==> src/rtl/id_stage_pkg.sv <==
// rtl/id_stage_pkg.sv - MIPS decode constants and the ID/EX control bundle type
package id_stage_pkg;

    // Primary opcodes (instr[31:26])
    localparam logic [5:0] OP_RTYPE = 6'h00;
    localparam logic [5:0] OP_J     = 6'h02;
    localparam logic [5:0] OP_BEQ   = 6'h04;
    localparam logic [5:0] OP_BNE   = 6'h05;
    localparam logic [5:0] OP_ADDI  = 6'h08;
    localparam logic [5:0] OP_ADDIU = 6'h09;
    localparam logic [5:0] OP_SLTI  = 6'h0A;
    localparam logic [5:0] OP_SLTIU = 6'h0B;
    localparam logic [5:0] OP_ANDI  = 6'h0C;
    localparam logic [5:0] OP_ORI   = 6'h0D;
    localparam logic [5:0] OP_XORI  = 6'h0E;
    localparam logic [5:0] OP_LUI   = 6'h0F;
    localparam logic [5:0] OP_LB    = 6'h20;
    localparam logic [5:0] OP_LH    = 6'h21;
    localparam logic [5:0] OP_LW    = 6'h23;
    localparam logic [5:0] OP_LBU   = 6'h24;
    localparam logic [5:0] OP_LHU   = 6'h25;
    localparam logic [5:0] OP_SB    = 6'h28;
    localparam logic [5:0] OP_SH    = 6'h29;
    localparam logic [5:0] OP_SW    = 6'h2B;

    // R-type function codes (instr[5:0])
    localparam logic [5:0] FN_SLL  = 6'h00;
    localparam logic [5:0] FN_SRL  = 6'h02;
    localparam logic [5:0] FN_SRA  = 6'h03;
    localparam logic [5:0] FN_ADD  = 6'h20;
    localparam logic [5:0] FN_ADDU = 6'h21;
    localparam logic [5:0] FN_SUB  = 6'h22;
    localparam logic [5:0] FN_SUBU = 6'h23;
    localparam logic [5:0] FN_AND  = 6'h24;
    localparam logic [5:0] FN_OR   = 6'h25;
    localparam logic [5:0] FN_XOR  = 6'h26;
    localparam logic [5:0] FN_NOR  = 6'h27;
    localparam logic [5:0] FN_SLT  = 6'h2A;
    localparam logic [5:0] FN_SLTU = 6'h2B;

    // ALU operation codes presented to EX
    localparam logic [5:0] ALU_ADD  = 6'd0;
    localparam logic [5:0] ALU_ADDU = 6'd1;
    localparam logic [5:0] ALU_SUB  = 6'd2;
    localparam logic [5:0] ALU_SUBU = 6'd3;
    localparam logic [5:0] ALU_AND  = 6'd4;
    localparam logic [5:0] ALU_OR   = 6'd5;
    localparam logic [5:0] ALU_XOR  = 6'd6;
    localparam logic [5:0] ALU_NOR  = 6'd7;
    localparam logic [5:0] ALU_SLT  = 6'd8;
    localparam logic [5:0] ALU_SLTU = 6'd9;
    localparam logic [5:0] ALU_SLL  = 6'd10;
    localparam logic [5:0] ALU_SRL  = 6'd11;
    localparam logic [5:0] ALU_SRA  = 6'd12;

    // Width-independent control part of the ID/EX bundle
    typedef struct packed {
        logic [5:0] alu_op;
        logic [4:0] reg_w;
        logic [4:0] shamt;
        logic       reg_write_en;
        logic       mem_read;
        logic       mem_write;
        logic       illegal;
    } id_ex_t;

endpackage

==> src/rtl/id_decoder.sv <==
// rtl/id_decoder.sv - combinational MIPS instruction decoder
//   instr      : instruction word
//   ctrl       : control bundle (alu_op, dest, enables, illegal)
//   imm        : extended immediate (sign, zero or LUI form)
//   use_rt_b   : ALU operand B is rt_data rather than imm
//   zero_a     : ALU operand A is forced to 0 (LUI)
//   uses_rt    : instruction reads rt (hazard detection)
//   is_load, is_beq, is_bne, is_jump : class flags
module id_decoder
    import id_stage_pkg::*;
#(
    parameter int XLEN = 32
) (
    input  logic [31:0]     instr,
    output id_ex_t          ctrl,
    output logic [XLEN-1:0] imm,
    output logic            use_rt_b,
    output logic            zero_a,
    output logic            uses_rt,
    output logic            is_load,
    output logic            is_beq,
    output logic            is_bne,
    output logic            is_jump
);

    logic [5:0] op;
    logic [5:0] funct;
    logic [4:0] rt;
    logic [4:0] rd;
    logic [XLEN-1:0] simm;
    logic [XLEN-1:0] zimm;
    logic [XLEN-1:0] limm;

    assign op    = instr[31:26];
    assign funct = instr[5:0];
    assign rt    = instr[20:16];
    assign rd    = instr[15:11];
    assign simm  = {{(XLEN-16){instr[15]}}, instr[15:0]};
    assign zimm  = {{(XLEN-16){1'b0}}, instr[15:0]};
    assign limm  = XLEN'({instr[15:0], 16'b0});

    always_comb begin
        logic wen;
        logic bad;
        logic [5:0] aop;
        wen      = 1'b0;
        bad      = 1'b0;
        aop      = ALU_ADD;
        imm      = simm;
        use_rt_b = 1'b0;
        zero_a   = 1'b0;
        uses_rt  = 1'b0;
        is_load  = 1'b0;
        is_beq   = 1'b0;
        is_bne   = 1'b0;
        is_jump  = 1'b0;
        ctrl.mem_read  = 1'b0;
        ctrl.mem_write = 1'b0;
        ctrl.reg_w     = rt;
        ctrl.shamt     = instr[10:6];

        case (op)
            OP_RTYPE: begin
                ctrl.reg_w = rd;
                use_rt_b   = 1'b1;
                uses_rt    = 1'b1;
                wen        = 1'b1;
                case (funct)
                    FN_ADD:  aop = ALU_ADD;
                    FN_ADDU: aop = ALU_ADDU;
                    FN_SUB:  aop = ALU_SUB;
                    FN_SUBU: aop = ALU_SUBU;
                    FN_AND:  aop = ALU_AND;
                    FN_OR:   aop = ALU_OR;
                    FN_XOR:  aop = ALU_XOR;
                    FN_NOR:  aop = ALU_NOR;
                    FN_SLT:  aop = ALU_SLT;
                    FN_SLTU: aop = ALU_SLTU;
                    FN_SLL:  aop = ALU_SLL;
                    FN_SRL:  aop = ALU_SRL;
                    FN_SRA:  aop = ALU_SRA;
                    default: bad = 1'b1;
                endcase
            end
            OP_ADDI:  begin aop = ALU_ADD;  wen = 1'b1; end
            OP_ADDIU: begin aop = ALU_ADDU; wen = 1'b1; end
            OP_SLTI:  begin aop = ALU_SLT;  wen = 1'b1; end
            OP_SLTIU: begin aop = ALU_SLTU; wen = 1'b1; end
            OP_ANDI:  begin aop = ALU_AND;  wen = 1'b1; imm = zimm; end
            OP_ORI:   begin aop = ALU_OR;   wen = 1'b1; imm = zimm; end
            OP_XORI:  begin aop = ALU_XOR;  wen = 1'b1; imm = zimm; end
            // LUI is executed as 0 + (imm << 16) so EX needs no extra op
            OP_LUI:   begin aop = ALU_ADD;  wen = 1'b1; imm = limm; zero_a = 1'b1; end
            OP_LB, OP_LH, OP_LW, OP_LBU, OP_LHU: begin
                wen           = 1'b1;
                is_load       = 1'b1;
                ctrl.mem_read = 1'b1;
            end
            OP_SB, OP_SH, OP_SW: begin
                uses_rt        = 1'b1;
                ctrl.mem_write = 1'b1;
            end
            OP_BEQ: begin aop = ALU_SUB; use_rt_b = 1'b1; uses_rt = 1'b1; is_beq = 1'b1; end
            OP_BNE: begin aop = ALU_SUB; use_rt_b = 1'b1; uses_rt = 1'b1; is_bne = 1'b1; end
            OP_J:   is_jump = 1'b1;
            default: bad = 1'b1;
        endcase

        // An illegal word must not cause any architectural side effect
        if (bad) begin
            wen            = 1'b0;
            aop            = ALU_ADD;
            uses_rt        = 1'b0;
            ctrl.mem_read  = 1'b0;
            ctrl.mem_write = 1'b0;
        end

        ctrl.alu_op       = aop;
        ctrl.illegal      = bad;
        ctrl.reg_write_en = wen && (ctrl.reg_w != 5'd0);
    end

endmodule

==> src/rtl/id_stage.sv <==
// rtl/id_stage.sv - pipelined MIPS decode stage with load-use stall and branch resolve
//   clk, rst_n                : clock, async active-low reset
//   in_valid/in_ready/in_instr/in_pc : fetch side handshake and instruction
//   rs_data, rt_data          : register file reads for the presented instruction
//   out_valid/out_ready       : EX side handshake
//   out_alu_a .. out_illegal  : registered ID/EX bundle
//   branch_taken/branch_target: registered redirect, qualified by out_valid
module id_stage
    import id_stage_pkg::*;
#(
    parameter int XLEN            = 32,
    parameter int REG_AW          = 5,
    parameter int LOAD_USE_STALLS = 1
) (
    input  logic              clk,
    input  logic              rst_n,
    input  logic              in_valid,
    output logic              in_ready,
    input  logic [31:0]       in_instr,
    input  logic [XLEN-1:0]   in_pc,
    input  logic [XLEN-1:0]   rs_data,
    input  logic [XLEN-1:0]   rt_data,
    output logic              out_valid,
    input  logic              out_ready,
    output logic [XLEN-1:0]   out_alu_a,
    output logic [XLEN-1:0]   out_alu_b,
    output logic [XLEN-1:0]   out_store_data,
    output logic [4:0]        out_shamt,
    output logic [5:0]        out_alu_op,
    output logic [REG_AW-1:0] out_reg_w,
    output logic              out_reg_write_en,
    output logic              out_mem_read,
    output logic              out_mem_write,
    output logic              out_illegal,
    output logic              branch_taken,
    output logic [XLEN-1:0]   branch_target
);

    localparam logic [1:0] STALLS = 2'(LOAD_USE_STALLS);

    id_ex_t          dec;
    logic [XLEN-1:0] imm;
    logic            use_rt_b;
    logic            zero_a;
    logic            uses_rt;
    logic            is_load;
    logic            is_beq;
    logic            is_bne;
    logic            is_jump;

    id_decoder #(.XLEN(XLEN)) u_dec (
        .instr    (in_instr),
        .ctrl     (dec),
        .imm      (imm),
        .use_rt_b (use_rt_b),
        .zero_a   (zero_a),
        .uses_rt  (uses_rt),
        .is_load  (is_load),
        .is_beq   (is_beq),
        .is_bne   (is_bne),
        .is_jump  (is_jump)
    );

    logic [1:0] stall_cnt;
    logic [4:0] pend_reg;
    logic       adv;
    logic       hazard;
    logic       accept;

    assign adv    = !out_valid || out_ready;
    assign hazard = (stall_cnt != 2'd0) && (pend_reg != 5'd0) && in_valid &&
                    ((in_instr[25:21] == pend_reg) ||
                     (uses_rt && (in_instr[20:16] == pend_reg)));
    assign in_ready = adv && !hazard;
    assign accept   = in_valid && in_ready;

    logic [XLEN-1:0] pc4;
    logic [XLEN-1:0] j_target;
    logic [XLEN-1:0] b_target;
    logic            taken_next;

    assign pc4        = in_pc + XLEN'(4);
    assign j_target   = {pc4[XLEN-1:28], in_instr[25:0], 2'b00};
    assign b_target   = pc4 + (imm << 2);
    assign taken_next = is_jump || (is_beq && (rs_data == rt_data)) ||
                        (is_bne && (rs_data != rt_data));

    always_ff @(posedge clk or negedge rst_n) begin
        if (!rst_n) begin
            out_valid        <= 1'b0;
            out_alu_a        <= '0;
            out_alu_b        <= '0;
            out_store_data   <= '0;
            out_shamt        <= '0;
            out_alu_op       <= '0;
            out_reg_w        <= '0;
            out_reg_write_en <= 1'b0;
            out_mem_read     <= 1'b0;
            out_mem_write    <= 1'b0;
            out_illegal      <= 1'b0;
            branch_taken     <= 1'b0;
            branch_target    <= '0;
        end else if (adv) begin
            out_valid <= accept;
            if (accept) begin
                out_alu_a        <= zero_a ? '0 : rs_data;
                out_alu_b        <= use_rt_b ? rt_data : imm;
                out_store_data   <= rt_data;
                out_shamt        <= dec.shamt;
                out_alu_op       <= dec.alu_op;
                out_reg_w        <= REG_AW'(dec.reg_w);
                out_reg_write_en <= dec.reg_write_en;
                out_mem_read     <= dec.mem_read;
                out_mem_write    <= dec.mem_write;
                out_illegal      <= dec.illegal;
                branch_taken     <= taken_next;
                branch_target    <= is_jump ? j_target : b_target;
            end else begin
                // Bubble: data fields keep their last value, every enable drops
                out_reg_write_en <= 1'b0;
                out_mem_read     <= 1'b0;
                out_mem_write    <= 1'b0;
                out_illegal      <= 1'b0;
                branch_taken     <= 1'b0;
            end
        end
    end

    always_ff @(posedge clk or negedge rst_n) begin
        if (!rst_n) begin
            stall_cnt <= 2'd0;
            pend_reg  <= 5'd0;
        end else if (accept && is_load) begin
            stall_cnt <= STALLS;
            pend_reg  <= dec.reg_w;
        end else if (adv && (stall_cnt != 2'd0)) begin
            stall_cnt <= stall_cnt - 2'd1;
        end
    end

endmodule

==> config.mk <==
export PLATFORM = sky130hd
export DESIGN_NAME = id_stage
export DESIGN_NICKNAME = d
export VERILOG_FILES = /design/src/rtl/id_stage_pkg.sv /design/src/rtl/id_decoder.sv /design/src/rtl/id_stage.sv
export SDC_FILE = /design/constraint.sdc
export NUM_CORES = 1
export LEC_CHECK = 0
export BUFFER_PORTS_ARGS = -buffer_cell sky130_fd_sc_hd__buf_2
export CORE_MARGIN = 2
export CORE_UTILIZATION = 46
export DETAILED_ROUTE_END_ITERATION = 10
export PLACE_DENSITY_LB_ADDON = 0.05
export SLEW_MARGIN = 20
export SYNTH_ARGS = -nofsm -noshare
export SYNTH_HDL_FRONTEND = slang
export SYNTH_SLANG_ARGS = --single-unit
==> constraint.sdc <==
create_clock -name clk -period 2.9 [get_ports clk]
set_input_delay 0.29 -clock clk [delete_from_list [all_inputs] [get_ports clk]]
set_output_delay 0.29 -clock clk [all_outputs]
set_load 0.005 [all_outputs]
# --- Word-level counts from Yosys, hierarchy flattened ---
# Cells that the tools add are included.
totals:
  reg_bits: 157
  inputBits: 132
  word_cells: 115
classes:
  add_sub_neg: 3
  eq_ne: 35
  n_mux: 29
  n_reduce_logical: 33
ops:
  columns: ["cell", "count"]
  rows:
  - ["6-bit equality test, second input constant", 18]
  - ["32-bit 2-to-1 mux", 3]
  - ["32-bit one-hot mux with 2 select lines", 1]
  - ["6-bit by 4-bit equality test with 1-bit output, second input constant", 8]
  - ["4-bit one-hot mux with 12 select lines", 1]
  - ["32-bit by 3-bit adder with 32-bit output, second input constant", 1]
  - ["32-bit adder", 1]
  - ["32-bit equality test", 1]
  - ["32-bit != test", 1]
  - ["4-bit one-hot mux with 8 select lines", 1]
  - ["19-bit OR reduction", 1]
  - ["6-bit by 2-bit equality test with 1-bit output, second input constant", 3]
  - ["1-bit 2-to-1 mux", 17]
  - ["14-bit OR reduction", 1]
  - ["13-bit OR reduction", 1]
  - ["6-bit by 3-bit equality test with 1-bit output, second input constant", 2]
  - ["6-bit logical NOT", 2]
  - ["1-bit logical AND", 11]
  - ["5-bit equality test", 2]
  - ["5-bit nonzero test", 2]
  - ["3-bit OR reduction", 3]
  - ["2-bit 2-to-1 mux", 3]
  - ["6-bit OR reduction", 1]
  - ["5-bit 2-to-1 mux", 1]
  - ["other kinds (9)", 14]

# --- Longest topological paths before layout ---
# Gate-level depths: netlist (run 1).
logic_depth:
  ltp_word: 13
  depth_mapped: 20
  ltp_nobuf: 18

# --- Hierarchy ---
# From an unflattened synthesis (run 1), not the netlist that was laid out.
unflattened:
  cells_unflattened: 1209
  area_unflattened_um2: 10063.4
modules_own_cells:
  columns: ["module", "n_inst", "cells_each", "area_per_inst_um2"]
  rows:
  - ["id_stage", 1, 1070, 9245.1]
  - ["id_decoder", 1, 139, 818.3]

# --- Worst setup path before layout (run 1) ---
# Ideal clock, no wire load.
synth_path:
  kind: "input -> register"
  from: "input in_instr[28]"
  to: "register branch_target[26]"
  setup_time_ns: 0.126
  t_arrival_ns: 4.017
  slack_ns: -1.243
  cell_stages: 20
  n_path_buf: 3
  cell_sequence: "buf_2 and4bb_1 nand2_1 clkbuf_1 clkbuf_1 and2_1 ha_1 inv_1 fa_1 nor2b_1 o31ai_1 o2bb2ai_1 a211o_1 a21oi_1 a21o_2 nand2_4 a32oi_4 a311oi_2 xnor2_1 a221o_1"
synth_via:
  elab_chain_cells: 11
synth_rtl:
  columns: ["element", "line", "text"]
  rows:
  - ["from (decl)", "id_stage.sv:19", "input logic [31:0] in_instr,"]
  - ["parallel branches: the longest is 11 deep, another holds 32-bit adder", null, null]
  - ["to (signal assigned)", "id_stage.sv:117", "branch_target <= is_jump ? j_target : b_target;"]
  - ["to (decl)", "id_stage.sv:36", "output logic [XLEN-1:0] branch_target"]
# Several ways; the timed one is not identified.
# A chain may end at the register's enable or synchronous reset.

# --- Worst setup path in the final report (run 1) ---
layout_path:
  from: "input in_instr[29]"
  to: "register branch_target[24]"
# Same word-level chain as after synthesis.

==> impl_metrics.yaml, run 1 <==
place:
  hpwlAfterDp_mm: 28.7
  portBuffers: 280
  gp_congestion: 0.899
  dp_slack_ns: -0.775
power_and_ir_drop:
  leakage_nw: 7.57
  p_per_area_nw_per_um2: 518
  ir_worst_vdd_uv: 457
worst_setup_path:
  critPathLaunchType: "primary input"
  end_kind: "flop"
  path_class: "primary input to flop"
  crit_arrival_ns: 3.46
  cp_max_fo: 5
  worst_r2r_path_depth: 11
  cp.required_ns: 3.22
detailed_routing:
  vias: 10300
  drt-wirelength-per-cell_um: 18.8
  dr.pass1.iters: 5
  drc: 0
  vias_per_cell: 5.34
  ant_nets: 0
  drtIter0Drc: 655
  wirelength_mm: 36.1
sta:
  setup_violations: 15
  finalSetupTns_ns: -1.86
  fin_crit_sh_pct: 108
  fin_ws_ns: -0.239
  relSlewSlack_pct: 57.0
  slew_viol_final: 0
  fin_crit_ns: 3.14
  skew_ns: 0.0125
  hold_viol_final: 0
  rsz0062_at_grt: "true"
  whs_ns: 0.0814
  fmax_mhz: 319
  tightestPinTransition_ns: 0.638
logic_synthesis:
  synth-edff-count: 0
  ys_seq_area_share_pct: 39.1
  yosysWarnings: 0
  synth_ff_type: "dfrtp_1"
  netlist.area_leader.share_pct: 39.1
  ys_ff_latch: 155
  synth_cell_types: 85
  avgSynthCellArea_um2: 8.50
  synth_area_leaders: "dfrtp_1 39%, nand2_1 11%, xor2_1 4.8%"
  syn-cell-area_um2: 9910
  yosysMostFrequentCell: "nand2_1"
  syn_inst: 1166
  async_flop_share_pct: 100
  yosys-top-cells-count: "296 x nand2_1, 155 x dfrtp_1, 69 x o21ai_0, 56 x nor2_1"
  synth_area_leader_cell: "dfrtp_1"
clock_tree:
  clkSinkCount: 155
  clk_pin_slew_ns: 0.07
  h-tree-depth: 4
  numCtsBuffers: 17
  clk_root_buffer_cell: "clkbuf_16"
  clk_path_buf_depth: 2
  cts_tree: "built"
  insertion_delay_ns: 0.44
global_routing:
  grt_max_degree: 60
  grt_overflow: 0
  grt_pass1_wl_mm: 53.8
  grt_antenna_before_repair: 2
  grt_usage_pct: 31.2
  grt_pass1_vias: 9738
floorplanning:
  die_area_um2: 22700
  start_util_pct: 47.0
  rows: 53
  fp.dieH_um: 151
  coreArea_um2: 21100
  die_x_um: 151
  io_pins: 283
layout:
  layout.nets: 1796
  n_fill_cell: 1802
  area_growth_pct: 45.2
  fin_util_pct: 68.2
  final_layout_size_suffix_gt1_share_pct: 39.2
min_path:
  hold_class: "primary input to flop"
  hold_depth: 3
outcome:
  violations: "negative setup slack"
  run_status: "complete, but fails checks"
run:
  drv_cap: 0
[final cells by class]
cell class / instances / area, µm² / area share [%]
Clock buffer: 18 / 439 / 3.05
Sequential cell: 155 / 3880 / 27.0
Inverter: 17 / 63.8 / 0.443
Tap cell: 275 / 344 / 2.39
Clock inverter: 14 / 150 / 1.04
Multi-Input combinational cell: 927 / 6110 / 42.4
Timing Repair Buffer: 519 / 3410 / 23.7
Antenna cell: 1 / 2.50 / 0.0174
[worst paths after layout]
check,start,slack (ns),to
worst max-delay path,in_instr[29],-0.24,branch_target[24]$_DFFE_PN0P_
worst min-delay path,in_pc[1],0.08,branch_target[1]$_DFFE_PN0P_
worst max register to register,pend_reg[1]$_DFFE_PN0P_,0.23,out_alu_b[12]$_DFFE_PN0P_
worst min register to register,out_alu_a[0]$_DFFE_PN0P_,0.46,out_alu_a[0]$_DFFE_PN0P_
max in group asynchronous,rst_n,1.73,branch_target[2]$_DFFE_PN0P_
min in group asynchronous,rst_n,0.40,out_store_data[22]$_DFFE_PN0P_
[repair_timing]
item | in CTS | in global routing
buffers inserted | 6 | 9
setup endpoints to repair | 17 | 31
hold buffers | 1 | 0
resized for setup | 28 | 75
pin swaps | 25 | 63
endpoints found under the hold margin | 56 | 0
[metrics by stage]
step | cell area, µm² | cells | power (mW)
floorplan | 9990 | 1167 | 3.86
global placement | 13200 | 1877 | 5.03
detailed placement | 13200 | 1877 | 5.07
CTS | 14000 | 1916 | 7.34
global route | 14400 | 1926 | 7.84
finish | 14400 | 1926 | 7.45
[layout by cell type (no fill, tap or decap), types with 8 or more instances in the layout]
cell       instances
inv_1             14
ha_1              19
nand4_1            9
dfrtp_1          155
nor2b_1            8
mux2i_1           27
o21ai_1           10
nand2_1          294
buf_2            270
clkbuf_16         17
a21oi_1           43
xnor2_1           32
mux2_2             8
nor4_1            11
and3_1            15
buf_6             14
a31oi_1           12
a21o_1            31
nor3_1            14
buf_4            222
a21oi_2            8
buf_12             8
nor2_1            53
xor2_1            52
nand3_1           53
o21ai_0           59
and2_1             8
[routing by layer]
| metal | up-vias | global-route usage [%] | part of all wire (%) |
|---|---|---|---|
| met5 | - | 0 | 0.036 |
| met3 | 57 | 5.09 | 6.2 |
| met4 | 2 | 10.1 | 2.5 |
| met1 | 4885 | 41.9 | 43 |
| met2 | 367 | 51.9 | 48 |
| li1 | 4973 | - | - |
[cells by family after synthesis]
family          count (synthesis)  share of synthesized area, %
simple gates                  519                          23.8
flops                         155                          39.1
compound gates                240                          15.9
buf+inv                        85                          3.83
fa+ha+maj                      31                          3.90
other cells                     1                        0.0378
mux                            35                          3.64
xor+xnor                      100                          9.68
[worst max-delay path, cell delays in order]
cell	delay, ns
buf_8	0.10
and4bb_1	0.21
nand2_2	0.14
and2_4	0.18
ha_4	0.13
inv_2	0.04
fa_2	0.36
nor2b_4	0.16
o31ai_4	0.07
o2bb2ai_2	0.14
buf_4	0.14
o31a_1	0.25
a21oi_1	0.14
a21o_2	0.19
nand2_4	0.07
a32oi_4	0.22
a31oi_1	0.13
xnor2_1	0.14
a221o_1	0.32
[report_power, final]
| part | internal, mW | leakage [nW] | switching, mW |
|---|---|---|---|
| Clock | 1.18 | 0.285 | 1.07 |
| Combinational | 1.18 | 5.39 | 1.25 |
| Sequential | 2.54 | 1.90 | 0.240 |
| Total | 4.89 | 7.57 | 2.56 |
Power figures use the tool's default switching activity.
==> run 2: changes to the inputs <==
Clock period 2.9 ns to 3.6 ns, I/O delays scaled along.
==> run 2 against run 1 <==
Effect of this change: the flow now finishes without violations; global-route usage is 0.75 points lower; sequential power is 20% lower; combinational power is 30% lower; count of clock-buffer cells in the layout stayed put; via count is 4.6% lower; setup slack better by 0.49 ns; critical path depth is 1 lower; register-to-register slack better by 0.60 ns; utilization is 7.0 points lower; clock power is 16% lower; critical path type unchanged; largest cell class unchanged; highest routed layer unchanged.
==> impl_metrics.yaml, run 2 (same netlist as run 1, synthesis figures left out) <==
floorplanning:
  coreArea_um2: 21100
  rows: 53
  start_util_pct: 47.0
  die_area_um2: 22700
  io_pins: 283
  die_x_um: 151
  fp.dieH_um: 151
min_path:
  hold_depth: 3
  worstHoldStart: "in_pc[0]"
  hold_path_end: "branch_target[0]$_DFFE_PN0P_"
  hold_class: "primary input to flop"
worst_setup_path:
  critPathLaunchType: "primary input"
  timing.reg2reg.setup_slack_ns: 0.83
  cp_cell_sequence: "buf_2 > ha_1 > inv_1 > or2_1 > nor3_2 > nand3_1 > xnor2_1 > ha_1 > a21oi_1 > a21oi_1 > or2_2 > nor2b_1 > o211ai_2 > nand2_1 > a221o_1 > xnor2_1 > a21oi_1 > o31ai_2"
  path_class: "primary input to flop"
  crit_slowest_cell: "ha_1"
  crit_family: "simple AND/OR/NAND/NOR gates"
  worst_r2r_path_depth: 10
  worst-path-buf-inv: 2
  end_kind: "flop"
  cpPeakStageDelay_ns: 0.34
  cp.required_ns: 3.94
  r2r-end: "branch_target[24]$_DFFE_PN0P_"
  crit_arrival_ns: 3.70
  rr_startpoint: "pend_reg[4]$_DFFE_PN0P_"
  cpMostUsedCell: "a21oi_1"
  cp_max_fo: 5
global_routing:
  grt_antenna_before_repair: 1
  grt_max_degree: 73
  grt_pass1_wl_mm: 52.3
  grt_usage_pct: 30.5
  grt_pass1_vias: 9277
  grt_overflow: 0
power_and_ir_drop:
  leakage_nw: 6.78
  ir_worst_vdd_uv: 228
  p_per_area_nw_per_um2: 451
clock_tree:
  clk_root_buffer_cell: "clkbuf_16"
  clkSinkCount: 155
  clk_pin_slew_ns: 0.07
  cts_tree: "built"
  clk_path_buf_depth: 2
  h-tree-depth: 4
  ctsHoldBuffers: 1
  cts_resized: 0
  insertion_delay_ns: 0.43
  post_cts_buffers: 0
  numCtsBuffers: 17
detailed_routing:
  drc: 0
  wirelength_mm: 34.9
  vias: 9815
  ant_nets: 0
  dr.pass1.iters: 5
  vias_per_cell: 5.46
  drt-wirelength-per-cell_um: 19.4
  drtIter0Drc: 506
place:
  dp_slack_ns: -0.206
  portBuffers: 280
  hpwlAfterDp_mm: 27.5
  gp_congestion: 0.903
sta:
  fmax_mhz: 298
  fin_ws_ns: 0.248
  tightestPinTransition_ns: 0.656
  rsz0062_at_grt: "false"
  fin_crit_ns: 3.35
  slew_viol_final: 0
  relSlewSlack_pct: 56.3
  hold_viol_final: 0
  finalSetupTns_ns: 0
  fin_crit_sh_pct: 93.1
  whs_ns: 0.161
  setup_violations: 0
  skew_ns: 0.0123
outcome:
  run_status: "finished clean"
layout:
  fin_util_pct: 61.3
  area_growth_pct: 30.4
  layout.nets: 1667
  diodes: 0
  final_cell_mix: "295 x nand2_1, 279 x buf_2, 155 x dfrtp_1"
  final_common_cell: "nand2_1"
  final_layout_size_suffix_gt1_share_pct: 30.6
run:
  drv_cap: 0
run 2: cell types whose count changed in the layout (fill, tap and decap cells not counted), sizes merged:
cell / before / now
diode: 1 / 0
buf: 518 / 389
bufinv: 0 / 2
inv: 26 / 24
run 2: layer usage:
layer	routed length [µm]	GRT usage, %	up-vias	part of all wire, %
met1	15000	40.8	4692	43
met5	13	0	-	0.037
met4	733	8.79	2	2.1
li1	-	-	4719	-
met2	16600	51.2	356	48
met3	2510	5.00	46	7.2
run 2: final cells by class:
class                      instances  area (µm²)
clock buffer                      18         439
clock inverter                    14         175
fill                            1961        8170
inverter                          17        63.8
multi-input combinational        927        5720
sequential                       155        3880
tap                              275         344
timing repair buffer             390        2300
run 2: worst max-delay path by stage:
stage	startpoint	endpoint	cells past startpoint	slack, ns
floorplan	in_instr[29]	branch_target[26]$_DFFE_PN0P_	20	-0.17
global placement	in_pc[2]	branch_target[31]$_DFFE_PN0P_	17	-0.12
detailed placement	in_pc[2]	branch_target[31]$_DFFE_PN0P_	16	-0.21
CTS	in_pc[2]	branch_target[31]$_DFFE_PN0P_	17	0.25
global route	in_pc[2]	branch_target[31]$_DFFE_PN0P_	16	0.02
finish	in_pc[2]	branch_target[31]$_DFFE_PN0P_	18	0.25
run 2: report_power, final:
part	switching, mW	internal [mW]
clock network	0.823	1.07
logic	0.932	0.772
registers	0.182	2.04
run 2: tightest hold or removal path, stage by stage:
cell and delay (ns):
buf_2 0.08, nand3_1 0.05, nand2_1 0.07
run 2: stage by stage:
| step | cell area, µm² | cells | power (mW) |
|---|---|---|---|
| floorplan | 9990 | 1167 | 3.11 |
| CTS | 12900 | 1796 | 5.84 |
| global placement | 12300 | 1763 | 3.93 |
| finish | 12900 | 1796 | 5.82 |
| detailed placement | 12300 | 1763 | 3.96 |
| global route | 12900 | 1796 | 6.14 |
==> run 3: changes to the inputs <==
Settings changed: CORE_UTILIZATION 46 to 40, RECOVER_POWER set to 50.
==> run 3 against run 2 <==
Effect of this change: the run now ends with max-capacitance violations, max-slew violations left; critical path depth is 4 lower; total power shrank 0.55%; wire length is 3.6% higher; global-route usage is 3.0 points lower; count of clock-buffer cells in the layout did not move; non-clock buffer count increased by 4; cell area down 0.43%; clock skew shrank 0.0018 ns.
==> impl_metrics.yaml, run 3 (same netlist as run 1, synthesis figures left out) <==
power_and_ir_drop:
  p_per_area_nw_per_um2: 450
  p_sw_share_pct: 33.9
  p_seq_share_pct: 38.7
  combinationalPowerShare_pct: 28.8
  pwr-share-clk_pct: 32.5
  finalPower_mw: 5.79
  p_int_mw: 3.83
  ir_worst_vdd_uv: 309
  leakage_nw: 6.52
  power_switching_mw: 1.96
worst_setup_path:
  worst_r2r_path_depth: 9
  rr_startpoint: "pend_reg[1]$_DFFE_PN0P_"
  cp.required_ns: 3.95
  cp.depth: 14
  worst-path-buf-inv: 2
  cp_cell_sequence: "buf_2 > buf_4 > nand4bb_1 > and2_1 > a21o_1 > ha_1 > a21oi_1 > nand2_1 > o41ai_1 > nand2_1 > a221o_1 > xnor2_1 > and3_1 > o31ai_2"
  crit_arrival_ns: 3.66
  path_class: "primary input to flop"
  cpPeakStageDelay_ns: 0.54
  end_kind: "flop"
  r2r-end: "out_alu_b[15]$_DFFE_PN0P_"
  critPathLaunchType: "primary input"
  timing.reg2reg.setup_slack_ns: 0.40
  crit_end: "branch_target[31]$_DFFE_PN0P_"
  cp_max_fo: 7
  crit_start: "in_instr[30]"
  cpMostUsedCell: "nand2_1"
  crit_slowest_cell: "o41ai_1"
  crit_family: "compound AO/OA/AOI/OAI gates"
min_path:
  worstHoldStart: "in_pc[0]"
  hold_class: "primary input to flop"
clock_tree:
  clkSinkCount: 155
  cts_tree: "built"
  h-tree-depth: 4
  cts_resized: 0
  clk_root_buffer_cell: "clkbuf_16"
  clk_pin_slew_ns: 0.07
  insertion_delay_ns: 0.43
  numCtsBuffers: 17
  clk_path_buf_depth: 2
run:
  drv_cap: 1
sta:
  rsz0062_at_grt: "false"
  hold_viol_final: 0
  fin_crit_ns: 3.32
  setup_violations: 0
  fin_crit_sh_pct: 92.2
  slew_viol_final: 74
  relSlewSlack_pct: -27.7
  tightestPinTransition_ns: 1.92
  skew_ns: 0.0104
  fmax_mhz: 301
floorplanning:
  coreArea_um2: 24300
  rows: 57
  die_x_um: 161
  die_area_um2: 26000
  io_pins: 283
  fp.dieH_um: 161
  start_util_pct: 40.7
detailed_routing:
  dr.pass1.iters: 5
  wl_met2_mm: 17.7
  vias: 9818
  ant_nets: 0
  drt-met1-wl_mm: 15.9
  wirelength_mm: 36.2
  drt-wirelength-per-cell_um: 19.5
  drtIter0Drc: 699
  drc: 0
  dr_wl_met3_mm: 2.12
  vias_per_cell: 5.30
  dr.max_layer_used: "met4"
global_routing:
  grt_pass1_vias: 9516
  grt_usage_pct: 27.5
  grt_pass1_wl_mm: 55.1
  grt_max_degree: 106
  grt_antenna_before_repair: 2
  grt_overflow: 0
place:
  portBuffers: 280
  hpwlAfterDp_mm: 28.4
  placed_area_um2: 12300
  gp_congestion: 0.917
layout:
  final_layout_size_suffix_gt1_share_pct: 25.6
  fin_util_pct: 52.9
  final_common_cell: "nand2_1"
  final_cell_mix: "295 x nand2_1, 200 x buf_2, 155 x dfrtp_1"
  layout.nets: 1671
  area_growth_pct: 29.8
  stdcell_area_um2: 12900
outcome:
  run_status: "complete, but fails checks"
  violations: "max-capacitance violations, max-slew violations"
==> run 3: power by group through the flow <==
stage / Clock [mW] / Sequential, mW / Combinational [mW]
3_3_place_gp: 0 / 2.26 / 1.69
6_report: 1.88 / 2.24 / 1.67
2_1_floorplan: 0 / 2.26 / 0.848
5_1_grt: 1.98 / 2.28 / 1.85
4_1_cts: 1.92 / 2.24 / 1.71
3_5_place_dp: 0 / 2.27 / 1.71
==> run 3: metal layers <==
metal	global-route usage, %	vias to the layer above
met3	4.26	30
met4	6.53	0
met5	0	-
met1	36.9	4742
li1	-	4726
met2	46.9	320
==> run 3: worst min-delay path by stage <==
stage / endpoint / slack (ns) / depth (start not counted)
global route: branch_target[1]$_DFFE_PN0P_ / 0.16 / 3
CTS: branch_target[1]$_DFFE_PN0P_ / 0.15 / 3
finish: branch_target[0]$_DFFE_PN0P_ / 0.17 / 3
global placement: out_alu_a[1]$_DFFE_PN0P_ / 0.44 / 2
floorplan: branch_taken$_DFFE_PN0P_ / 0.06 / 0
detailed placement: branch_target[0]$_DFFE_PN0P_ / 0.44 / 1
==> run 3: worst min-delay path: cells and delay by family <==
| family | cells | cell delay (ns) |
|---|---|---|
| and+or+nand+nor | 2 | 0.13 |
| buffers and inverters | 1 | 0.08 |
==> run 3: timing repair <==
item | in CTS | in global routing
endpoints found under the setup margin | 0 | 0
buffers inserted | 0 | 0
endpoints found under the hold margin | 73 | 0
hold buffers | 1 | 0
==> run 3: final cells by class <==
type	count	area (µm²)
flip-flops and latches	155	3880
multi-input cells	927	5720
inverters	17	63.8
fillers	2424	11500
repair buffers	394	2190
clock buffers	18	429
diodes	2	5.00
well taps	324	405
clock inverters	14	176
==> run 3: metrics by stage <==
step	setup TNS [ns]	setup WS (ns)	hold WS, ns	instances
floorplan	-0.579	-0.165	0.0644	1167
global placement	-0.194	-0.0867	0.444	1816
detailed placement	-0.590	-0.145	0.440	1816
CTS	0	0.326	0.151	1849
global route	0	0.0565	0.158	1850
finish	0	0.282	0.165	1851
